[config.mk]
export PLATFORM = sky130hd
export DESIGN_NAME = pc_fetch_sequencer
export DESIGN_NICKNAME = d
export VERILOG_FILES = /design/src/rtl/pc_fetch_sequencer.sv
export SDC_FILE = /design/constraint.sdc
export NUM_CORES = 1
export LEC_CHECK = 0
export ABC_AREA = 1
export BUFFER_PORTS_ARGS = -buffer_cell sky130_fd_sc_hd__buf_2
export CORE_MARGIN = 10
export CORE_UTILIZATION = 40
export DETAILED_ROUTE_END_ITERATION = 10
export PLACE_DENSITY = 0.82
export SYNTH_ARGS = -nofsm -noshare
export SYNTH_HDL_FRONTEND = slang
export SYNTH_SLANG_ARGS = --single-unit
[constraint.sdc]
create_clock -name clk -period 1.9 [get_ports clk]
set_input_delay 0.19 -clock clk [delete_from_list [all_inputs] [get_ports clk]]
set_output_delay 0.19 -clock clk [all_outputs]
set_load 0.01 [all_outputs]
[src/rtl/pc_fetch_sequencer.sv]
// pc_fetch_sequencer
//   Fetch controller sitting between the PC register, the instruction-memory
//   port and decode. It loads the PC register (pc_en/pc_next), issues one
//   IMEM read per instruction with at most one read outstanding, and hands
//   each fetched word to decode over a valid/ready handshake. Branch/jump
//   redirects and exceptions reload the PC at once; a read that was already
//   in flight when the redirect arrived is marked stale (kill) and its data
//   is discarded when it returns.
//
// Ports
//   clk, reset_n              clock (posedge) and asynchronous active-low reset
//   run                       1 = keep fetching, 0 = stop at next instruction boundary
//   pc_q                      current value of the external PC register
//   pc_en, pc_next            load strobe and load value for the PC register
//   imem_req, imem_addr       IMEM read request and address (address is pc_q)
//   imem_gnt                  IMEM accepted the request this cycle
//   imem_rvalid, imem_rdata   IMEM read data return
//   if_valid, if_instr, if_pc instruction presented to decode
//   if_ready                  decode accepts the presented instruction
//   redirect, redirect_pc     branch/jump pulse and target (low two bits ignored)
//   exc                       exception pulse, wins over redirect
//   busy                      sequencer is not idle
module pc_fetch_sequencer #(
    parameter logic [31:0] RESET_VECTOR = 32'h0000_0000,
    parameter logic [31:0] EXC_VECTOR   = 32'h0000_0080,
    parameter int unsigned INSTR_BYTES  = 4
) (
    input  logic        clk,
    input  logic        reset_n,
    input  logic        run,
    input  logic [31:0] pc_q,
    output logic        pc_en,
    output logic [31:0] pc_next,
    output logic        imem_req,
    output logic [31:0] imem_addr,
    input  logic        imem_gnt,
    input  logic        imem_rvalid,
    input  logic [31:0] imem_rdata,
    output logic        if_valid,
    output logic [31:0] if_instr,
    output logic [31:0] if_pc,
    input  logic        if_ready,
    input  logic        redirect,
    input  logic [31:0] redirect_pc,
    input  logic        exc,
    output logic        busy
);

    typedef enum logic [1:0] {
        S_IDLE = 2'd0,
        S_REQ  = 2'd1,
        S_WAIT = 2'd2,
        S_HOLD = 2'd3
    } state_e;

    localparam logic [31:0] INCR = 32'(INSTR_BYTES);

    state_e      state_q, state_d;
    logic        kill_q, kill_d;
    logic        if_valid_q, if_valid_d;
    logic [31:0] if_instr_q, if_instr_d;
    logic [31:0] if_pc_q, if_pc_d;

    logic        flush;
    logic [31:0] flush_pc;
    logic [31:0] seq_pc;

    // Redirects and exceptions are meaningless while idle; the next start
    // always begins from RESET_VECTOR anyway.
    assign flush    = (state_q != S_IDLE) && (exc || redirect);
    assign flush_pc = exc ? EXC_VECTOR : (redirect_pc & 32'hFFFF_FFFC);
    // Plain 32-bit add: the top word wraps back to address zero.
    assign seq_pc   = pc_q + INCR;

    assign imem_addr = pc_q;
    assign busy      = (state_q != S_IDLE);
    assign if_valid  = if_valid_q;
    assign if_instr  = if_instr_q;
    assign if_pc     = if_pc_q;

    always_comb begin
        state_d    = state_q;
        kill_d     = kill_q;
        if_valid_d = if_valid_q;
        if_instr_d = if_instr_q;
        if_pc_d    = if_pc_q;
        pc_en      = 1'b0;
        pc_next    = seq_pc;
        imem_req   = 1'b0;

        case (state_q)
            S_IDLE: begin
                pc_next = RESET_VECTOR;
                if (run) begin
                    // Idle is also the reset state; keep the PC register
                    // untouched while reset is still held.
                    pc_en   = reset_n;
                    state_d = S_REQ;
                end
            end

            S_REQ: begin
                imem_req = 1'b1;
                if (flush) begin
                    pc_en   = 1'b1;
                    pc_next = flush_pc;
                    // A read granted in the same cycle targets the old PC.
                    if (imem_gnt) begin
                        state_d = S_WAIT;
                        kill_d  = 1'b1;
                    end
                end else if (imem_gnt) begin
                    state_d = S_WAIT;
                end else if (!run) begin
                    state_d = S_IDLE;
                end
            end

            S_WAIT: begin
                if (flush) begin
                    pc_en   = 1'b1;
                    pc_next = flush_pc;
                    if (imem_rvalid) begin
                        kill_d  = 1'b0;
                        state_d = S_REQ;
                    end else begin
                        kill_d  = 1'b1;
                    end
                end else if (imem_rvalid) begin
                    if (kill_q) begin
                        kill_d  = 1'b0;
                        state_d = run ? S_REQ : S_IDLE;
                    end else begin
                        if_valid_d = 1'b1;
                        if_instr_d = imem_rdata;
                        if_pc_d    = pc_q;
                        state_d    = S_HOLD;
                    end
                end
            end

            S_HOLD: begin
                if (flush) begin
                    pc_en      = 1'b1;
                    pc_next    = flush_pc;
                    if_valid_d = 1'b0;
                    state_d    = S_REQ;
                end else if (if_ready) begin
                    if_valid_d = 1'b0;
                    if (run) begin
                        pc_en   = 1'b1;
                        pc_next = seq_pc;
                        state_d = S_REQ;
                    end else begin
                        state_d = S_IDLE;
                    end
                end
            end

            default: begin
                state_d = S_IDLE;
            end
        endcase
    end

    always_ff @(posedge clk or negedge reset_n) begin
        if (!reset_n) begin
            state_q    <= S_IDLE;
            kill_q     <= 1'b0;
            if_valid_q <= 1'b0;
            if_instr_q <= 32'h0;
            if_pc_q    <= 32'h0;
        end else begin
            state_q    <= state_d;
            kill_q     <= kill_d;
            if_valid_q <= if_valid_d;
            if_instr_q <= if_instr_d;
            if_pc_q    <= if_pc_d;
        end
    end

endmodule

### After elaboration in Yosys (flattened, before gate mapping)

Cells that the tools add are included.

* register bits: 68
* output and inout port bits: 132
* word-level logic and storage cells: 68

* add/subtract/negate cells: 1
* equal/unequal tests: 13
* multiplexer cells: 35
* bitwise logic cells: 2
* reduce and logical (&&, ||, !) cells: 12

Operator list (number)
* 32-bit two-way mux: 2
* 32-bit case mux with 2 select lines: 1
* 32-bit by 3-bit adder with 32-bit output (second input constant): 1
* 2-bit two-way mux: 11
* 1-bit two-way mux: 17
* 2-bit inequality test (second input constant): 6
* 3-bit inequality test (second input constant): 4
* 5-bit AND reduction: 2
* 2-bit case mux with 4 select lines: 1
* 4-bit AND reduction: 2
* 2-bit nonzero test: 3
* 2-bit == test (second input constant): 2
* 1-bit case mux with 2 select lines: 2
* 1-bit case mux with 3 select lines: 1
* 3-bit OR reduction: 1
* 2-bit by 1-bit == test with 1-bit output (second input constant): 1
* 2-bit zero test: 1
* 1-bit NOT: 2
* 2-bit OR reduction: 1
* 1-bit logical AND: 1
* 1-bit logical OR: 1

### Logic depth before layout (Yosys ltp)

Gate-level depths: netlist (run 1).

* word-level depth: 5
* gate-level depth with buffers: 10
* mapped depth without buffers: 10

### Least setup slack after synthesis (run 1)

No wires, ideal clock.

* path kind: register -> output
* from: register state_q[0]
* to: output pc_next[14]
* arrival time: 1518 ps
* path slack: 192 ps
* cell stages (with the launch flop): 9
* buffers on the path: 2
* path through: dfrtp_1 > inv_1 > ha_1 > inv_1 > o21ai_4 > buf_2 > buf_4 > nand3_1 > a21oi_1

* longest elaborated chain between the ends: 4
* elaborated cells on any way between the ends: 9

RTL lines
* start: declaration: RTL line 58 `state_e state_q, state_d;`
* start signal: assignment: RTL line 174 `state_q <= state_d;`
* 2-bit nonzero test
* via busy: RTL line 46 `output logic busy`
* 1-bit logical AND: RTL line 70 `assign flush = (state_q != S_IDLE) && (exc || redirect);`
* 32-bit two-way mux: RTL line 104, 120
* 32-bit case mux with 2 select lines: RTL line 91 `case (state_q)`
* end: declaration: RTL line 33 `output logic [31:0] pc_next,`

The timed path passes the listed nets, and every way through them passes these cells.

### Worst setup path in the final report (run 1)

* from: register state_q[0]
* to: output pc_next[28]

* longest elaborated chain between the ends: 4
* elaborated cells on any way between the ends: 9

RTL lines (RTL line)
* 2-bit nonzero test: 70
* 1-bit logical AND: 70
* 32-bit two-way mux: 104, 120
* 32-bit case mux with 2 select lines *: 91

Every way passes the cells marked *; elsewhere a longest branch is shown, timed or not.

==> results of run 1 <==
power by group through the flow:
stage	clock network, W	logic (W)	registers [W]
2_1_floorplan	0	0.00223	0.00288
3_3_place_gp	0	0.00466	0.00251
3_5_place_dp	0	0.00472	0.00255
4_1_cts	0.00162	0.00525	0.00253
5_1_grt	0.00169	0.00672	0.00266
6_report	0.00160	0.00626	0.00256
cells by family (layout without fill, tap and decap cells):
logic type / Yosys count / in the layout / share of synthesized area, %
flip-flops: 68 / 68 / 38.9
AND/OR/NAND/NOR: 241 / 241 / 23.5
AO/OA/AOI/OAI: 72 / 72 / 9.60
adder cells (fa/ha/maj): 6 / 6 / 1.71
buffers and inverters: 90 / 341 / 12.3
XOR/XNOR: 6 / 6 / 1.20
multiplexers: 50 / 50 / 12.9
per-layer routing:
layer  part of all wire (%)  wire length (um)  vias up  GRT usage (%)
li1                       -                 -     2187              -
met5                   0.15                27        -              0
met3                     10              1830       36           9.70
met2                     50              8810      219           32.7
met1                     37              6440     2184           21.1
met4                    2.5               440        4           7.54
flip-flops by register name, summed over array words and instances (netlist names):
register,count
if_valid,1
if_instr,32
state_q,2
kill_q,1
if_pc,32
how the worst max path moves through the flow:
stage                        to  slack (ps)  depth (start not counted)
finish              pc_next[28]        -130                          9
global route        pc_next[25]        -180                          9
CTS                 pc_next[22]        -100                          9
detailed placement  if_instr[5]          60                          8
global placement    if_instr[7]         110                          8
floorplan           pc_next[14]         190                          8
layout make-up:
class / instances / area (sq um)
fillers: 923 / 4080
multi-input cells: 375 / 2570
repair buffers: 284 / 1850
flip-flops and latches: 68 / 1700
well taps: 140 / 175
inverters: 42 / 163
clock inverters: 6 / 138
clock buffers: 9 / 124
worst reg2reg max path, stage by stage, from the launching register on:
cell and delay, ps:
dfrtp_1 410, inv_2 100, ha_4 160, inv_2 60
o21ai_4 130, buf_6 160, nand2_4 60, nor2_8 110
buf_8 150, clkbuf_16 160, mux2_2 320
layout by cell type (no fill, tap or decap), types with 3 or more instances in the layout:
| cell type | netlist | routed |
|---|---|---|
| a21oi_1 | 29 | 8 |
| a21oi_2 | 0 | 20 |
| buf_12 | 1 | 6 |
| buf_2 | 4 | 226 |
| buf_4 | 33 | 22 |
| buf_6 | 6 | 20 |
| buf_8 | 1 | 3 |
| bufinv_16 | 0 | 4 |
| clkbuf_16 | 0 | 6 |
| clkbuf_8 | 0 | 9 |
| dfrtp_1 | 68 | 68 |
| ha_1 | 6 | 3 |
| ha_4 | 0 | 3 |
| inv_1 | 40 | 34 |
| inv_2 | 2 | 6 |
| mux2_2 | 50 | 9 |
| mux2_4 | 0 | 41 |
| nand2_1 | 150 | 131 |
| nand2_2 | 2 | 16 |
| nand2_4 | 1 | 6 |
| nand3_1 | 25 | 19 |
| nand3_2 | 0 | 5 |
| nand3b_1 | 3 | 3 |
| nor2_1 | 48 | 47 |
| nor2_4 | 5 | 8 |
| o21a_1 | 14 | 14 |
| o21ai_0 | 21 | 14 |
| o21ai_1 | 1 | 4 |
| o21ai_2 | 0 | 3 |
| xnor2_1 | 4 | 4 |
repair_timing:
action	CTS	global route
setup buffers	11	11
setup endpoints to repair	33	83
pin swaps	11	13
gates cloned	2	8
resized for setup	36	123
hold endpoints to repair	16	0
hold buffers	1	0
through the flow:
stage          total power [W]  worst slack [ps]  util (%)
6_report                0.0104              -126      62.2
2_1_floorplan          0.00511               192         -
3_5_place_dp           0.00727              58.4      51.2
3_3_place_gp           0.00717               113      51.2
5_1_grt                 0.0111              -179      62.2
4_1_cts                0.00939              -103      55.5
==> summary.txt, run 1 <==
Status
  • Status: finished with violations
  • Failing checks: negative setup slack

Setup path
  • Buf+Inv Stages, Crit Path: 4
  • R2R depth: 10
  • Worst setup SP type: flip-flop
  • Reg2Reg Setup Slack: -30 ps
  • Crit Path Class: flip-flop to output port
  • CP cell instances: inv_2, ha_4, nor2_4, buf_6, nor2_4, buf_6, a21oi_2, a21oi_2, buf_2
  • Crit end category: output port
  • CP delay by family, top: buffers and inverters
  • Worst EP required: 1710 ps
  • Crit-path slowest cell: dfrtp_1
  • Max FO, Critical Path: 6
  • Reg2Reg Capture Point: if_pc[8]
  • R2r startpoint: state_q[0]
  • Arrival time worst endpoint: 1840 ps
  • Crit path largest cell delay: 410 ps
  • Crit path launch: state_q[0]

Timing
  • Setup tns final: -2070 ps
  • Setup violators final: 60
  • RSZ-0062 raised after global routing: yes
  • Count of final max-slew check failures: 0
  • Setup WS post-layout: -126 ps
  • Clock Skew: 6.46 ps
  • Final Hold Slack: 55.9 ps
  • Min cycle time layout: 2030 ps
  • F_max: 493 MHz
  • Final-report hold violation count: 0
  • Slew Limit Headroom: 75.7%
  • Part of the cycle the worst path needs: 107%
  • Worst Tran Pin Value: 365 ps

GRT
  • Vias in the first global route: 4,811
  • GRT Residual Overflow: 0
  • Initial antenna violation count: 2
  • First-pass GRT wire length: 25,000 um
  • Largest net degree at the start of global routing: 39
  • Tot GR Track Use: 19.7%

Clocking
  • CTS clk-pin slew, worst paths: 80 ps
  • # clock sinks: 68
  • Num CTS Buffers: 9
  • H-tree levels: 3
  • Root Driver: clkbuf_8
  • CTS tree: built
  • Clk_lat worst skew: 350 ps
  • Maximum root-to-sink buffer count: 2

Routing
  • Vias per std cell: 5.01
  • Initial drt markers: 225
  • DRC errors left: 0
  • Post-DR wirelength/cell: 19.0 um
  • Vias: 4,630
  • Post-Route WL: 17,500 um
  • Antenna-violating nets left: 0
  • Drt first pass iters: 5

Job
  • MaxCap Viol Count: 0

Die
  • Die Span Y: 125 um
  • Die width: 125 um
  • Num ports: 236
  • Initial Utilization: 40.6%
  • Rows: 38
  • Total Die Area: 0.0155 sq mm
  • Area of the core: 0.0108 sq mm

Finish
  • Final nets: 890
  • Antenna cells: 0
  • Area growth, synth to finish: 53.3%
  • Final std cells w/o fill: 924
  • Finished Cell Area: 0.00671 sq mm
  • Proportion of layout cells with a drive suffix above 1: 54.0%

Pwr
  • Comb pwr share: 60.1%
  • PwrDens: 1550 mW/mm^2
  • Part of the power in registers: 24.6%
  • Leak: 3.55 nW
  • Power share of the clock group: 15.3%
  • Pint: 0.00624 W
  • VDD IR-drop max: 0.000772 V
  • Psw: 0.00417 W
  • Switch share: 40.1%

Yosys
  • Synth Flop Type: dfrtp_1
  • Syn nets: 643
  • Post-Syn Area: 0.00438 sq mm
  • Yosys warns: 0
  • Register area share after synthesis: 38.9%
  • Area share of the largest cell type after synthesis: 38.9%
  • Post-synth top cells: 150 x nand2_1, 68 x dfrtp_1, 50 x mux2_2
  • Cell variety after synth: 34
  • Post-Syn Instances: 533
  • Number of synthesized flops with an enable pin: 0
  • Async SR Flop Fraction: 100%
  • Count leader, synth: nand2_1
  • Leading area contributor after synthesis: dfrtp_1
  • FF+latch count, synth: 68
  • Syn avg cell area: 8.22 sq um
  • Largest cells by area after synthesis: dfrtp_1 39%, mux2_2 13%, nand2_1 13%, buf_4 5.7%, nor2_1 4.1%

Placed design
  • Cell area after placement: 0.00552 sq mm
  • Placer Congestion: 0.958
  • Hpwl dp: 12,500 um
  • IO Port Bufs: 233
  • Placed cell count: 877

Min path
  • Worst hold path startpoint: imem_rdata[7]
  • Worst hold path type: input port to flip-flop
  • Hold path cells: 2
  • Hold endpoint: if_instr[7]
Note: power is estimated with default switching activity, not from simulation.
==> run 2, diff against run 1 <==
--- a/config.mk
+++ b/config.mk
@@ -8,9 +8,9 @@
 export ABC_AREA = 1
 export BUFFER_PORTS_ARGS = -buffer_cell sky130_fd_sc_hd__buf_2
 export CORE_MARGIN = 10
-export CORE_UTILIZATION = 40
+export CORE_UTILIZATION = 35
 export DETAILED_ROUTE_END_ITERATION = 10
-export PLACE_DENSITY = 0.82
+export PLACE_DENSITY = 0.74
 export SYNTH_ARGS = -nofsm -noshare
 export SYNTH_HDL_FRONTEND = slang
 export SYNTH_SLANG_ARGS = --single-unit
==> run 2 against run 1 <==
The run still ends with negative setup slack left. Global-route usage down 1.5 points. Via count down 1.0%. Sequential share of layout area up 0.65 points. Critical path depth unchanged. Cell area down 2.5%. Die area up 12%. Final cell count up 3.2%. Critical path type unchanged.
==> summary.txt, run 2 (same netlist as run 1, synthesis figures left out) <==
Routing
  • Vias: 4,582 (was 4,630)
  • DRC errors left: 0 (unchanged)
  • Antenna-violating nets left: 0 (unchanged)
  • Vias per std cell: 4.80 (was 5.01)
  • Initial drt markers: 205 (was 225)
  • Post-DR wirelength/cell: 17.9 um (was 19.0 um)
  • Drt first pass iters: 5 (unchanged)
  • Post-Route WL: 17,000 um (was 17,500 um)

GRT
  • Initial antenna violation count: 0 (was 2)
  • First-pass GRT wire length: 25,200 um (was 25,000 um)
  • Largest net degree at the start of global routing: 31 (was 39)
  • Tot GR Track Use: 18.2% (was 19.7%)
  • Vias in the first global route: 4,730 (was 4,811)
  • GRT Residual Overflow: 0 (unchanged)

Finish
  • Area growth, synth to finish: 49.5% (was 53.3%)
  • Proportion of layout cells with a drive suffix above 1: 51.8% (was 54.0%)
  • Fillers: 1,163 (was 923)
  • Finished Cell Area: 0.00655 sq mm (was 0.00671 sq mm)
  • Antenna cells: 0 (unchanged)
  • Final nets: 892 (was 890)
  • Final std cells w/o fill: 954 (was 924)
  • Most common cell after layout, fill and taps aside: buf_2 (unchanged)
  • Most frequent cells in the layout: 225 x buf_2, 136 x nand2_1, 68 x dfrtp_1, 50 x mux2_2, 46 x nor2_1 (was 226 x buf_2, 131 x nand2_1, 68 x dfrtp_1, 47 x nor2_1, 41 x mux2_4)

Pwr
  • Part of the power in registers: 25.1% (was 24.6%)
  • Power share of the clock group: 15.3% (about the same)
  • Tot Pwr: 0.0101 W (was 0.0104 W)
  • Leak: 3.45 nW (was 3.55 nW)
  • Pint: 0.00597 W (was 0.00624 W)
  • PwrDens: 1540 mW/mm^2 (was 1550 mW/mm^2)
  • Comb pwr share: 59.6% (was 60.1%)
  • VDD IR-drop max: 0.000901 V (was 0.000772 V)
  • Psw: 0.00408 W (was 0.00417 W)
  • Switch share: 40.6% (was 40.1%)

Timing
  • Slew Limit Headroom: 74.6% (was 75.7%)
  • Setup WS post-layout: -114 ps (was -126 ps)
  • Part of the cycle the worst path needs: 106% (was 107%)
  • Min cycle time layout: 2010 ps (was 2030 ps)
  • Worst Tran Pin Value: 380 ps (was 365 ps)
  • Count of final max-slew check failures: 0 (unchanged)
  • Setup violators final: 67 (was 60)
  • Final-report hold violation count: 0 (unchanged)
  • F_max: 497 MHz (was 493 MHz)
  • Clock Skew: 5.07 ps (was 6.46 ps)
  • RSZ-0062 raised after global routing: yes (unchanged)
  • Final Hold Slack: 82.0 ps (was 55.9 ps)

Status
  • Status: finished with violations (unchanged)
  • Failing checks: negative setup slack (unchanged)

Clocking
  • CTS clk-pin slew, worst paths: 50 ps (was 80 ps)
  • CTS tree: built (unchanged)
  • Root Driver: clkbuf_16 (was clkbuf_8)
  • Clk_lat worst skew: 340 ps (was 350 ps)
  • H-tree levels: 3 (unchanged)
  • # clock sinks: 68 (unchanged)
  • Maximum root-to-sink buffer count: 2 (unchanged)
  • Num CTS Buffers: 9 (unchanged)

Setup path
  • CP cell instances: inv_2, ha_4, inv_4, o21ai_4, buf_12, buf_12, nand3_4, a21oi_2, buf_2 (was inv_2, ha_4, nor2_4, buf_6, nor2_4, buf_6, a21oi_2, a21oi_2, buf_2)
  • Crit end category: output port (unchanged)
  • Crit path largest cell delay: 390 ps (was 410 ps)
  • Max FO, Critical Path: 6 (unchanged)
  • Worst setup SP type: flip-flop (unchanged)
  • Critical path's most frequent cell: buf_12
  • Crit Path Class: flip-flop to output port (unchanged)
  • Arrival time worst endpoint: 1820 ps (was 1840 ps)
  • Worst EP required: 1710 ps (about the same)
  • Crit-path slowest cell: dfrtp_1 (unchanged)

Die
  • Die Span Y: 132 um (was 125 um)
  • Total Die Area: 0.0174 sq mm (was 0.0155 sq mm)
  • Num ports: 236 (unchanged)
  • Area of the core: 0.0121 sq mm (was 0.0108 sq mm)
  • Rows: 40 (was 38)
  • Initial Utilization: 36.2% (was 40.6%)
  • Die width: 132 um (was 125 um)

Placed design
  • Cell area after placement: 0.00559 sq mm (was 0.00552 sq mm)
  • IO Port Bufs: 233 (unchanged)
  • Placer Congestion: 0.878 (was 0.958)
  • DP Worst Slack: -3.62 ps (was 58.4 ps)
  • Placed cell count: 909 (was 877)
  • Hpwl dp: 13,000 um (was 12,500 um)

Job
  • MaxCap Viol Count: 0 (unchanged)

Min path
  • Worst hold path type: input port to flip-flop (unchanged)
[run 2: changes by cell type in the layout (fill, tap and decap cells not counted), moves of 8 or more]
cell       delta
mux2_4       -41
clkbuf_16     +8
clkbuf_8      -8
a21oi_2      -12
mux2_2       +41
a21oi_1      +11
[run 2: stage by stage]
step	TNS [ps]	util [%]
after global placement	0	46.1
final	-3000	54.0
after detailed placement	-5.99	46.1
after global routing	-10010	54.0
after CTS	-1840	51.4
after floorplan	0	-
[run 2: cell type report]
type                            count  area [sq um]  area share (%)
Timing Repair inverter              1          7.51           0.115
Inverter                           42           165            2.52
Sequential cell                    68          1700            26.0
Clock buffer                       11           243            3.71
Multi-Input combinational cell    375          2320            35.4
Clock inverter                      4          26.3           0.401
Tap cell                          168           210            3.21
Timing Repair Buffer              285          1870            28.6
[run 2: critical path, delay by kind of cell, from the launching register on]
kind	cells	cell delay, ps
simple gates	1	80
compound gates	2	270
buf+inv	5	580
flops	1	390
fa+ha+maj	1	180
[run 2: power by group through the flow]
stage | sequential [W] | combinational [W] | clock [W]
after CTS | 0.00254 | 0.00573 | 0.00157
after detailed placement | 0.00255 | 0.00479 | 0
after global routing | 0.00262 | 0.00649 | 0.00162
after global placement | 0.00252 | 0.00472 | 0
final | 0.00252 | 0.00600 | 0.00153
after floorplan | 0.00288 | 0.00223 | 0
[run 2: what timing repair did]
action | CTS | global route
hold buffers | 1 | 0
setup endpoints to repair | 35 | 91
setup buffers | 15 | 9
gates cloned | 2 | 6
hold endpoints to repair | 13 | 0
pin swaps | 20 | 11
resized for setup | 58 | 37
[run 2: path summary, 6_finish.rpt]
kind                       slack, ps  depth (start not counted)            from           end
setup / recovery                -110                          9      state_q[1]   pc_next[15]
hold / removal                    80                          2  imem_rdata[25]  if_instr[25]
setup reg to reg                 -60                         10      state_q[0]      if_pc[7]
hold reg to reg                  480                          1       if_pc[24]     if_pc[24]
max in group asynchronous        970                          3         reset_n      if_pc[0]
min in group asynchronous        270                          2         reset_n     if_pc[23]
[run 2: per-layer routing]
layer	GRT usage (%)	vias up	routed length [um]
li1	-	2194	-
met1	19.8	2150	6540
met2	30.9	210	8480
met3	7.47	28	1600
met4	7.29	0	417
met5	0	-	0
